$ cat src/rtl/fetch_unit.sv
// Instruction fetch stage: holds the PC, fetches from a variable-latency
// instruction memory, decodes register/opcode fields and retires instructions.
`timescale 1ns/1ps
module fetch_unit #(
  parameter int              XLEN     = 32,
  parameter logic [XLEN-1:0] RESET_PC = '0
) (
  input  logic            clk,
  input  logic            reset,
  output logic            imem_req,
  output logic [XLEN-1:0] imem_addr,
  input  logic            imem_ready,
  input  logic [31:0]     imem_rdata,
  input  logic            stall,
  input  logic            branch,
  input  logic            jump,
  input  logic            zero,
  input  logic [XLEN-1:0] immExt,
  output logic            instrValid,
  output logic [31:0]     instr,
  output logic [6:0]      op,
  output logic [2:0]      f3,
  output logic [6:0]      f7,
  output logic [4:0]      rd,
  output logic [4:0]      rs1,
  output logic [4:0]      rs2,
  output logic [XLEN-1:0] pc,
  output logic [XLEN-1:0] pcPlus4,
  output logic [31:0]     retired,
  output logic            misalignErr,
  output logic [1:0]      dbgState
);

  // Memory handshake: imem_req is the valid and is held with a stable
  // imem_addr until a cycle with imem_ready=1, which is the response; that
  // cycle completes the transfer. imem_ready is ignored when no request is up.
  typedef enum logic [1:0] {IDLE = 2'd0, WAIT = 2'd1, VALID = 2'd2, HALT = 2'd3} state_t;

  localparam logic [31:0] NOP = 32'h0000_0013;

  state_t          state;
  logic            pcSrc;
  logic [XLEN-1:0] pcNext;

  assign pcSrc     = jump | (branch & zero);
  assign pcPlus4   = pc + XLEN'(4);
  assign pcNext    = pcSrc ? (pc + immExt) : pcPlus4;
  assign imem_addr = pc;
  assign dbgState  = state;

  assign op  = instr[6:0];
  assign rd  = instr[11:7];
  assign f3  = instr[14:12];
  assign rs1 = instr[19:15];
  assign rs2 = instr[24:20];
  assign f7  = instr[31:25];

  always_ff @(posedge clk) begin
    if (reset) begin
      state       <= IDLE;
      pc          <= RESET_PC;
      instr       <= NOP;
      instrValid  <= 1'b0;
      imem_req    <= 1'b0;
      retired     <= 32'd0;
      misalignErr <= 1'b0;
    end else begin
      case (state)
        IDLE: begin
          state    <= WAIT;
          imem_req <= 1'b1;
        end
        WAIT: begin
          if (imem_ready) begin
            instr      <= imem_rdata;
            instrValid <= 1'b1;
            imem_req   <= 1'b0;
            state      <= VALID;
          end
        end
        VALID: begin
          // A stalled instruction ignores branch/jump/zero until it advances.
          if (!stall) begin
            instrValid <= 1'b0;
            if (pcNext[1:0] == 2'b00) begin
              pc       <= pcNext;
              retired  <= retired + 32'd1;
              imem_req <= 1'b1;
              state    <= WAIT;
            end else begin
              misalignErr <= 1'b1;
              state       <= HALT;
            end
          end
        end
        HALT: begin
          state <= HALT;
        end
        default: begin
          state      <= IDLE;
          imem_req   <= 1'b0;
          instrValid <= 1'b0;
        end
      endcase
    end
  end

endmodule

$ cat config.mk
export PLATFORM = sky130hd
export DESIGN_NAME = fetch_unit
export DESIGN_NICKNAME = d
export VERILOG_FILES = /design/src/rtl/fetch_unit.sv
export SDC_FILE = /design/constraint.sdc
export NUM_CORES = 1
export LEC_CHECK = 0
export BUFFER_PORTS_ARGS = -buffer_cell sky130_fd_sc_hd__buf_2
export CAP_MARGIN = 10
export CORE_ASPECT_RATIO = 0.75
export CORE_MARGIN = 8
export CORE_UTILIZATION = 48
export CTS_CLUSTER_SIZE = 14
export DETAILED_ROUTE_END_ITERATION = 7
export HOLD_SLACK_MARGIN = 0.15
export PLACE_DENSITY = 0.78
export SETUP_SLACK_MARGIN = 0.02
export SLEW_MARGIN = 20
export SYNTH_ARGS = -nofsm -noshare
export SYNTH_HDL_FRONTEND = slang
export SYNTH_SLANG_ARGS = --single-unit
$ cat constraint.sdc
create_clock -name clk -period 3.24 [get_ports clk]
set_clock_uncertainty 0.05 [all_clocks]
set_input_delay 0 -clock clk [delete_from_list [all_inputs] [get_ports clk]]
set_output_delay 0 -clock clk [all_outputs]
set_load 0.02 [all_outputs]
-- After elaboration in Yosys (flattened, before gate mapping)
Index checks and enable logic that the tools add are counted.
- add/sub/neg operators: 3
- equality and inequality tests: 6
- muxes and demuxes: 12
- bitwise logic cells: 4
- reduce and logical (&&, ||, !) cells: 10
- operator list (operator ; number):
    adder 32 x 1 -> 32 bit, second input constant ; 1
    adder 32 x 3 -> 32 bit, second input constant ; 1
    adder 32 bit ; 1
    2-to-1 mux 32 bit ; 1
    AND reduction 3 bit ; 3
    one-hot mux 2 bit (4 select lines) ; 1
    2-to-1 mux 2 bit ; 3
    inequality test 2 bit, second input constant ; 3
    2-to-1 mux 1 bit ; 5
    equality test 2 bit, second input constant ; 2
    zero test 2 bit ; 2
    AND reduction 2 bit ; 2
    AND reduction 4 bit ; 1
    one-hot mux 1 bit (3 select lines) ; 1
    nonzero test 3 bit ; 1
    equality test 2 x 1 -> 1 bit, second input constant ; 1
    NOT 1 bit ; 2
    one-hot mux 1 bit (2 select lines) ; 1
    nonzero test 2 bit ; 1
    bitwise AND 1 bit ; 1
    bitwise OR 1 bit ; 1
- register bits after elaboration: 101
- bits of input ports: 71
- output and inout bits: 197
- logic and storage cells: 42

-- Longest topological paths before layout
Gate-level depths: netlist of the first run.
- depth in word-level cells: 7
- depth in mapped cells: 11
- depth with buffers taken out: 10

-- Least setup slack after synthesis of the first run
Ideal clock, no wire load.
- kind: register to register
- from: reg pc[0], in the netlist imem_addr[0]
- to: reg pc[28], in the netlist imem_addr[28]
- arrival time: 2489 ps
- required time: 3059 ps
- path slack: 570 ps
- stages on the path, launching flop included: 11
- path buffers: 0
- period minus slack after synthesis: 2670 ps
- cell sequence: dfxtp_1 ha_1 fa_1 a211oi_1 o21ai_1 a211oi_1 o31ai_2 nand3_1 o21ai_0 xnor2_1 o22ai_1
- cells in the longest elaborated chain, start to end: 4
- elaborated cells on any way between the ends: 5
- classes of those cells: 2 x add/sub; 1 x mux; 2 x reduce/logical
- ends and longest elaborated chain (item ; line ; source):
    start: declaration ; 27 ; output logic [XLEN-1:0] pc,
    start signal: assignment ; 86 ; pc <= pcNext;
    adder 32 x 3 -> 32 bit / adder 32 bit (equally long branches) ; 46, 47 ;
    2-to-1 mux 32 bit (*) ; 47 ; assign pcNext = pcSrc ? (pc + immExt) : pcPlus4;
    zero test 2 bit ; 85 ; if (pcNext[1:0] == 2'b00) begin
    AND reduction 3 bit (no line) ; - ;
Mark *: on every way between the ends. The rest lies on a longest branch, timed or not.
A chain may end at the register's enable or synchronous reset.

-- Worst setup path after layout of the first run
- from: reg pc[3], in the netlist imem_addr[3]
- to: out pcPlus4[20]
- cells in the longest elaborated chain, start to end: 1
- ends and longest elaborated chain (item ; line ; source):
    adder 32 x 3 -> 32 bit ; 46 ; assign pcPlus4 = pc + XLEN'(4);
    end: declaration ; 28 ; output logic [XLEN-1:0] pcPlus4,
No other way between the ends.

==> results of run 1 <==
cell families after synthesis:
group | Yosys count | synth area share [%]
adders and majority gates | 34 | 6.06
xor gates and xnor gates | 71 | 9.02
and+or+nand+nor | 362 | 24.4
AOI/OAI and AO/OA | 235 | 20.9
buffers and inverters | 131 | 10.8
muxes | 3 | 0.438
DFF | 101 | 28.3
worst max-delay path: cells and delay by family, from the launching register on:
family,cells,cell delay (ns)
xor gates and xnor gates,1,0.14
adders and majority gates,1,0.30
buffers and inverters,1,0.18
DFF,1,0.47
and+or+nand+nor,4,1.37
metrics by stage:
stage                     utilization [%]  power, uW  cells
final                                60.9       3060   1354
after global routing                 60.9       3180   1354
after CTS                            60.9       3090   1354
after detailed placement             55.9       1810   1299
after global placement               55.9       1810   1299
after floorplan                         -       1670    937
final cells by class:
| cell class | instances | area (um^2) |
|---|---|---|
| fill | 1291 | 5660 |
| timing repair buffer | 319 | 1820 |
| clock buffer | 9 | 225 |
| sequential | 101 | 2020 |
| multi-input combinational | 705 | 4350 |
| clock inverter | 7 | 115 |
| inverter | 13 | 48.8 |
| tap | 200 | 250 |
layer usage:
metal	wire length, um	vias to the layer above	global-route usage [%]
li1	-	3638	-
met1	10100	3478	30.8
met2	10600	357	38.0
met3	2560	26	6.44
met4	331	0	5.87
met5	0	-	0
sequential cells by signal, summed over array words and instances (netlist names):
signal,flops
imem_addr,32
dbgState,2
retired,32
misalignErr,1
instrValid,1
imem_req,1
instr,32
worst max path at each step:
stage / start / to / slack (ns) / cells past startpoint
final: imem_addr[3]$_SDFFE_PP0P_ / pcPlus4[20] / 0.37 / 7
after global routing: imem_addr[0]$_SDFFE_PP0P_ / imem_addr[28]$_SDFFE_PP0P_ / 0.25 / 11
after CTS: imem_addr[3]$_SDFFE_PP0P_ / pcPlus4[20] / 0.37 / 7
after detailed placement: imem_addr[0]$_SDFFE_PP0P_ / imem_addr[30]$_SDFFE_PP0P_ / 0.48 / 10
after global placement: imem_addr[0]$_SDFFE_PP0P_ / imem_addr[30]$_SDFFE_PP0P_ / 0.61 / 10
after floorplan: imem_addr[0]$_SDFFE_PP0P_ / imem_addr[28]$_SDFFE_PP0P_ / 0.57 / 10
Yosys cell counts (all sizes together) (2+ instances only):
library cell / n
nand2: 134
a21oi: 101
dfxtp: 101
nor2: 89
buf: 81
o21ai: 50
nand3: 38
clkbuf: 37
xnor2: 36
xor2: 35
ha: 33
and3: 22
a21o: 21
nand4: 19
nor3: 15
or3: 15
inv: 13
a31oi: 10
a211oi: 8
a311oi: 6
o31ai: 6
or2: 6
o21bai: 5
and4: 4
nand2b: 4
nor2b: 4
nor3b: 4
o22ai: 4
a2111oi: 3
a41oi: 3
and2: 3
nor4: 3
o211ai: 3
a22oi: 2
mux2i: 2
o21a: 2
o31a: 2
where the power goes:
part           internal (uW)  switching (uW)  total, uW
clock                    698             529       1230
combinational            199             325        524
sequential              1270            32.5       1300
total                   2170             887       3060
repair_timing:
action | 4_1_cts | 5_1_grt
hold endpoints to repair | 53 | 0
hold buffers | 39 | 0
setup endpoints to repair | 0 | 0
==> summary.txt, run 1 <==
STA
  – Final Max Tran Viols: 0
  – Fin crit share: 88.6%
  – # setup viols final: 0
  – Slew HR: 59.2%
  – Hold Fails Final Rpt: 0
  – Worst hold slack: 0.172 ns
  – Post-layout worst setup margin: 0.369 ns
  – RSZ-0062 raised after global routing: false
  – Actual slew at the worst max-slew pin: 0.612 ns
  – Setup total negative slack: 0 ns
  – Post-layout min period: 2.87 ns
  – Fmax: 0.348 GHz

Yosys
  – Seq cells post-synth: 101
  – Synth Warn #: 0
  – Post-synth EDFFs: 0
  – Syn avg cell area: 7.62 um^2
  – Register area share after synthesis: 28.3%
  – Synthesized Nets: 1042
  – Synth unique cells: 75
  – Top cells by area, synth: dfxtp_1, buf_4, nand2_1
  – Ys flop type: dfxtp_1
  – Area of the mapped netlist: 7140 um^2
  – Area leader, netlist: dfxtp_1
  – Top-area cell type share of the netlist area: 28.3%
  – Post-synth ARST share: 0%
  – Mapped Cells: 937

Critical path
  – Highest cell delay on the worst timing path: 0.53 ns
  – Critical Path, Cell by Cell: ha_1 > nand3_2 > or2_4 > or3_1 > or3_4 > xnor2_1 > buf_2
  – Critical Path AT: 2.82 ns
  – Required @ worst endpoint: 3.19 ns
  – CP Launch Type: flop
  – Worst Reg2Reg Path Length in Cells: 10
  – CP max stage cell: or3_1
  – R2R setup slack: 0.44 ns
  – FF-to-FF Start: imem_addr[0]$_SDFFE_PP0P_
  – WS Path Type: reg2out
  – CP endpoint kind: output port
  – RR Endpoint: imem_addr[30]$_SDFFE_PP0P_
  – Critical Path Fanout Max: 8

Min path
  – Hold_sp: immExt[8]
  – Hold path depth: 5
  – Endpoint of the worst hold path: imem_addr[8]$_SDFFE_PP0P_
  – HP Class: in2reg

Global routing
  – Antenna violations before repair: 0
  – First-pass GRT wire length: 36700 um
  – Number of global-route vias before repair: 7008
  – Total gr overflow: 0
  – Total track usage: 23.6%
  – Largest net degree at the start of global routing: 49

Detailed routing
  – Via density: 5.54
  – DR iter-0 viols: 598
  – Routed via count: 7499
  – DRC: 0
  – Post-Route WL: 23600 um
  – Drt pass-1 iters: 7
  – Antenna Violating Nets Remaining: 0
  – Routed WL per cell: 17.4 um

Floorplan
  – Full die area: 19100 um^2
  – Die Ht: 122 um
  – Core ar.: 14500 um^2
  – Row cnt: 38
  – Io pins: 268
  – Initial Util: 49.3%
  – Die X: 157 um

CTS
  – CTS tree: built
  – CTS clk-pin slew, worst paths: 0.08 ns
  – Clock sink count: 101
  – Root Buffer: clkbuf_16
  – Worst-Skew Late Latency: 0.35 ns
  – CTS max path bufs: 2
  – H-tree depth: 3
  – Total CTS buffers: 9
  – Gates resized, CTS repair: 0
  – Setup Fix Bufs, Post-CTS: 0

Power
  – VDD IR max: 0.237 mV
  – Pwr dens: 346 nW/um^2
  – Leakage: 0.00436 uW

Place
  – Detail Placement HPWL: 17700 um
  – Routability Congestion: 0.946
  – DP Area: 8110 um^2
  – PortBufs: 267
  – Post-Place Worst Slack: 0.477 ns

Cells and area
  – Commonest non-fill, non-tap cell in the layout: buf_2
  – Share of cells above drive strength 1: 28.9%
  – Most frequent cells in the layout: buf_2, nand2_1, dfxtp_1, a21oi_1, nor2_1
  – Area growth from synthesis to layout: 23.7%
  – Final nets: 1254
  – # diodes: 0
  – Design area: 8840 um^2

Run
  – Max-cap violations: 0

Status
  – Outcome: completed
Power figures use the tool's default switching activity.
==> run 2, diff against run 1 <==
Settings changed: ABC_AREA set to 1, PLACE_DENSITY 0.78 to 0.77.
==> run 2 against run 1 <==
  * Sequential power hardly changed
  * Via count increased by 24%
  * Critical path depth is 5 higher
  * Largest cell class unchanged
  * Critical endpoint is now retired[11]$_SDFFE_PP0P_
  * Final cell count rose by 28%
  * Combinational power increased by 33%
  * Power up 3.3%
  * Global-route usage grew 5.1 points
  * Largest power group unchanged
  * Wire length rose by 32%
  * Synthesized cell count rose by 34%
==> summary.txt, run 2 <==
Status
  – Outcome: completed

Detailed routing
  – Post-Route WL: 31200 um
  – Routed via count: 9312
  – Antenna Violating Nets Remaining: 0
  – Drt pass-1 iters: 6
  – Routed WL per cell: 17.9 um
  – DRC: 0
  – DR iter-0 viols: 988
  – Via density: 5.35

STA
  – Slew HR: 33.4%
  – Fmax: 0.374 GHz
  – Final Max Tran Viols: 0
  – RSZ-0062 raised after global routing: false
  – Setup total negative slack: 0 ns
  – Post-layout min period: 2.68 ns
  – Fin crit share: 82.6%
  – Actual slew at the worst max-slew pin: 0.997 ns
  – Hold Fails Final Rpt: 0
  – # setup viols final: 0

Cells and area
  – Multi-input logic area: 4700 um^2
  – Register area: 2020 um^2
  – Commonest non-fill, non-tap cell in the layout: nand2_1
  – Most frequent cells in the layout: nand2_1, buf_2, inv_1, a21oi_1, dfxtp_1
  – Final nets: 1629
  – Design area: 10000 um^2
  – Share of cells above drive strength 1: 22.2%
  – Post-route insts no fill: 1739
  – # diodes: 0
  – Fillers: 1505
  – Area growth from synthesis to layout: 27.7%

Yosys
  – Area of the mapped netlist: 7850 um^2
  – Synth unique cells: 46
  – Top-area cell type share of the netlist area: 25.8%
  – Post-synth top cells: nand2_1, inv_1, a21oi_1, dfxtp_1, nor2_1
  – Syn avg cell area: 6.27 um^2
  – Post-synth ARST share: 0%
  – Top cells by area, synth: dfxtp_1, nand2_1, a21oi_1
  – Area leader, netlist: dfxtp_1
  – Synth Warn #: 0
  – Mapped Cells: 1251
  – Most common cell in the netlist: nand2_1
  – Ys flop type: dfxtp_1
  – Synthesized Nets: 1356
  – Post-synth EDFFs: 0
  – Seq cells post-synth: 101
  – Register area share after synthesis: 25.8%

Global routing
  – Antenna violations before repair: 0
  – Total track usage: 28.7%
  – Number of global-route vias before repair: 8741
  – First-pass GRT wire length: 47700 um
  – Largest net degree at the start of global routing: 36
  – Total gr overflow: 0

Place
  – Placed Instances: 1648
  – DP Area: 8960 um^2
  – PortBufs: 267
  – Detail Placement HPWL: 23200 um
  – Routability Congestion: 0.988

Critical path
  – WS Path Type: reg2reg
  – Worst Reg2Reg Path Length in Cells: 12
  – Critical Path Fanout Max: 21
  – Required @ worst endpoint: 3.44 ns
  – Crit path from: imem_addr[0]$_SDFFE_PP0P_
  – RR Endpoint: retired[11]$_SDFFE_PP0P_
  – CP max stage cell: fa_1
  – Cell mode on critical path: nand2_1
  – FF-to-FF Start: imem_addr[0]$_SDFFE_PP0P_
  – CP Launch Type: flop
  – Critical Path, Cell by Cell: ha_1 > fa_1 > nor2_1 > nand2_1 > nand2_1 > nand2_2 > inv_2 > nand3b_2 > nor3_4 > nand3_1 > nand2_1 > a21oi_1
  – Setup crit end: retired[11]$_SDFFE_PP0P_
  – CP endpoint kind: flop
  – Critical Path AT: 2.88 ns
  – Highest cell delay on the worst timing path: 0.42 ns
  – R2R setup slack: 0.56 ns

CTS
  – CTS tree: built
  – Clock sink count: 101
  – Root Buffer: clkbuf_16
  – Total CTS buffers: 9
  – CTS clk-pin slew, worst paths: 0.08 ns
  – CTS max path bufs: 2
  – Worst-Skew Late Latency: 0.36 ns
  – Gates resized, CTS repair: 0
  – H-tree depth: 3

Power
  – Pwr dens: 315 nW/um^2
  – VDD IR max: 0.217 mV
  – Leakage: 0.00519 uW

Run
  – Max-cap violations: 0

Floorplan
  – Full die area: 20700 um^2
  – Io pins: 268
  – Die X: 164 um
  – Row cnt: 40
  – Initial Util: 49.0%
  – Die Ht: 127 um
  – Core ar.: 16000 um^2

Min path
  – HP Class: in2reg
-- run 2: worst min-delay path by stage --
stage / startpoint / end / slack (ns) / cells after the start
detailed placement: imem_rdata[4] / instr[4]$_SDFFE_PP1P_ / 0.16 / 3
floorplan: imem_rdata[0] / instr[0]$_SDFFE_PP1P_ / 0.06 / 2
global route: immExt[20] / imem_addr[20]$_SDFFE_PP0P_ / 0.18 / 5
finish: immExt[21] / imem_addr[21]$_SDFFE_PP0P_ / 0.16 / 5
global placement: imem_rdata[0] / instr[0]$_SDFFE_PP1P_ / 0.15 / 3
CTS: immExt[20] / imem_addr[20]$_SDFFE_PP0P_ / 0.15 / 5
-- run 2: final cells by class --
class	instances	area share [%]
Inverter	133	4.98
Tap cell	210	2.62
Timing Repair Buffer	360	22.2
Multi-Input combinational cell	919	46.9
Clock buffer	9	2.25
Clock inverter	7	0.886
Sequential cell	101	20.2
-- run 2: repair_timing --
| item | in CTS | in global routing |
|---|---|---|
| buffers inserted | 0 | 0 |
| hold buffers | 75 | 0 |
| endpoints found under the hold margin | 55 | 0 |
-- run 2: critical path, delay by kind of cell (launching register included) --
kind / cells / cell delay (ns)
AOI/OAI and AO/OA: 1 / 0.04
adders and majority gates: 2 / 0.64
buffers and inverters: 1 / 0.33
DFF: 1 / 0.41
and+or+nand+nor: 8 / 1.10
-- run 2: kinds of logic after synthesis --
kind of cell	after synthesis	share of synthesized area, %
xor gates and xnor gates	44	5.20
and+or+nand+nor	641	35.6
AOI/OAI and AO/OA	200	13.6
buffers and inverters	231	14.3
DFF	101	25.8
adders and majority gates	34	5.52
-- run 2: where the power goes --
group	leakage (uW)	internal (uW)	switching, uW
sequential	0.000818	1280	43.9
combinational	0.00422	260	436
clock	0.000152	557	581
total	0.00519	2100	1060
-- run 2: metrics by stage --
stage          power, uW  util, %  hold WS, ns  worst slack, ns
2_1_floorplan       1760        -       0.0632             1.03
3_5_place_dp        1960     55.9        0.158            0.600
5_1_grt             3280     62.6        0.182            0.315
6_report            3160     62.6        0.161            0.563
3_3_place_gp        1950     55.9        0.149            0.720
4_1_cts             3150     62.6        0.151            0.575
-- run 2: metal layers --
metal	vias up	global-route usage [%]	routed length [um]
met5	-	0	0
met4	0	9.39	742
met3	60	8.34	3770
met2	540	45.2	13400
met1	4184	37.0	13200
li1	4528	-	-
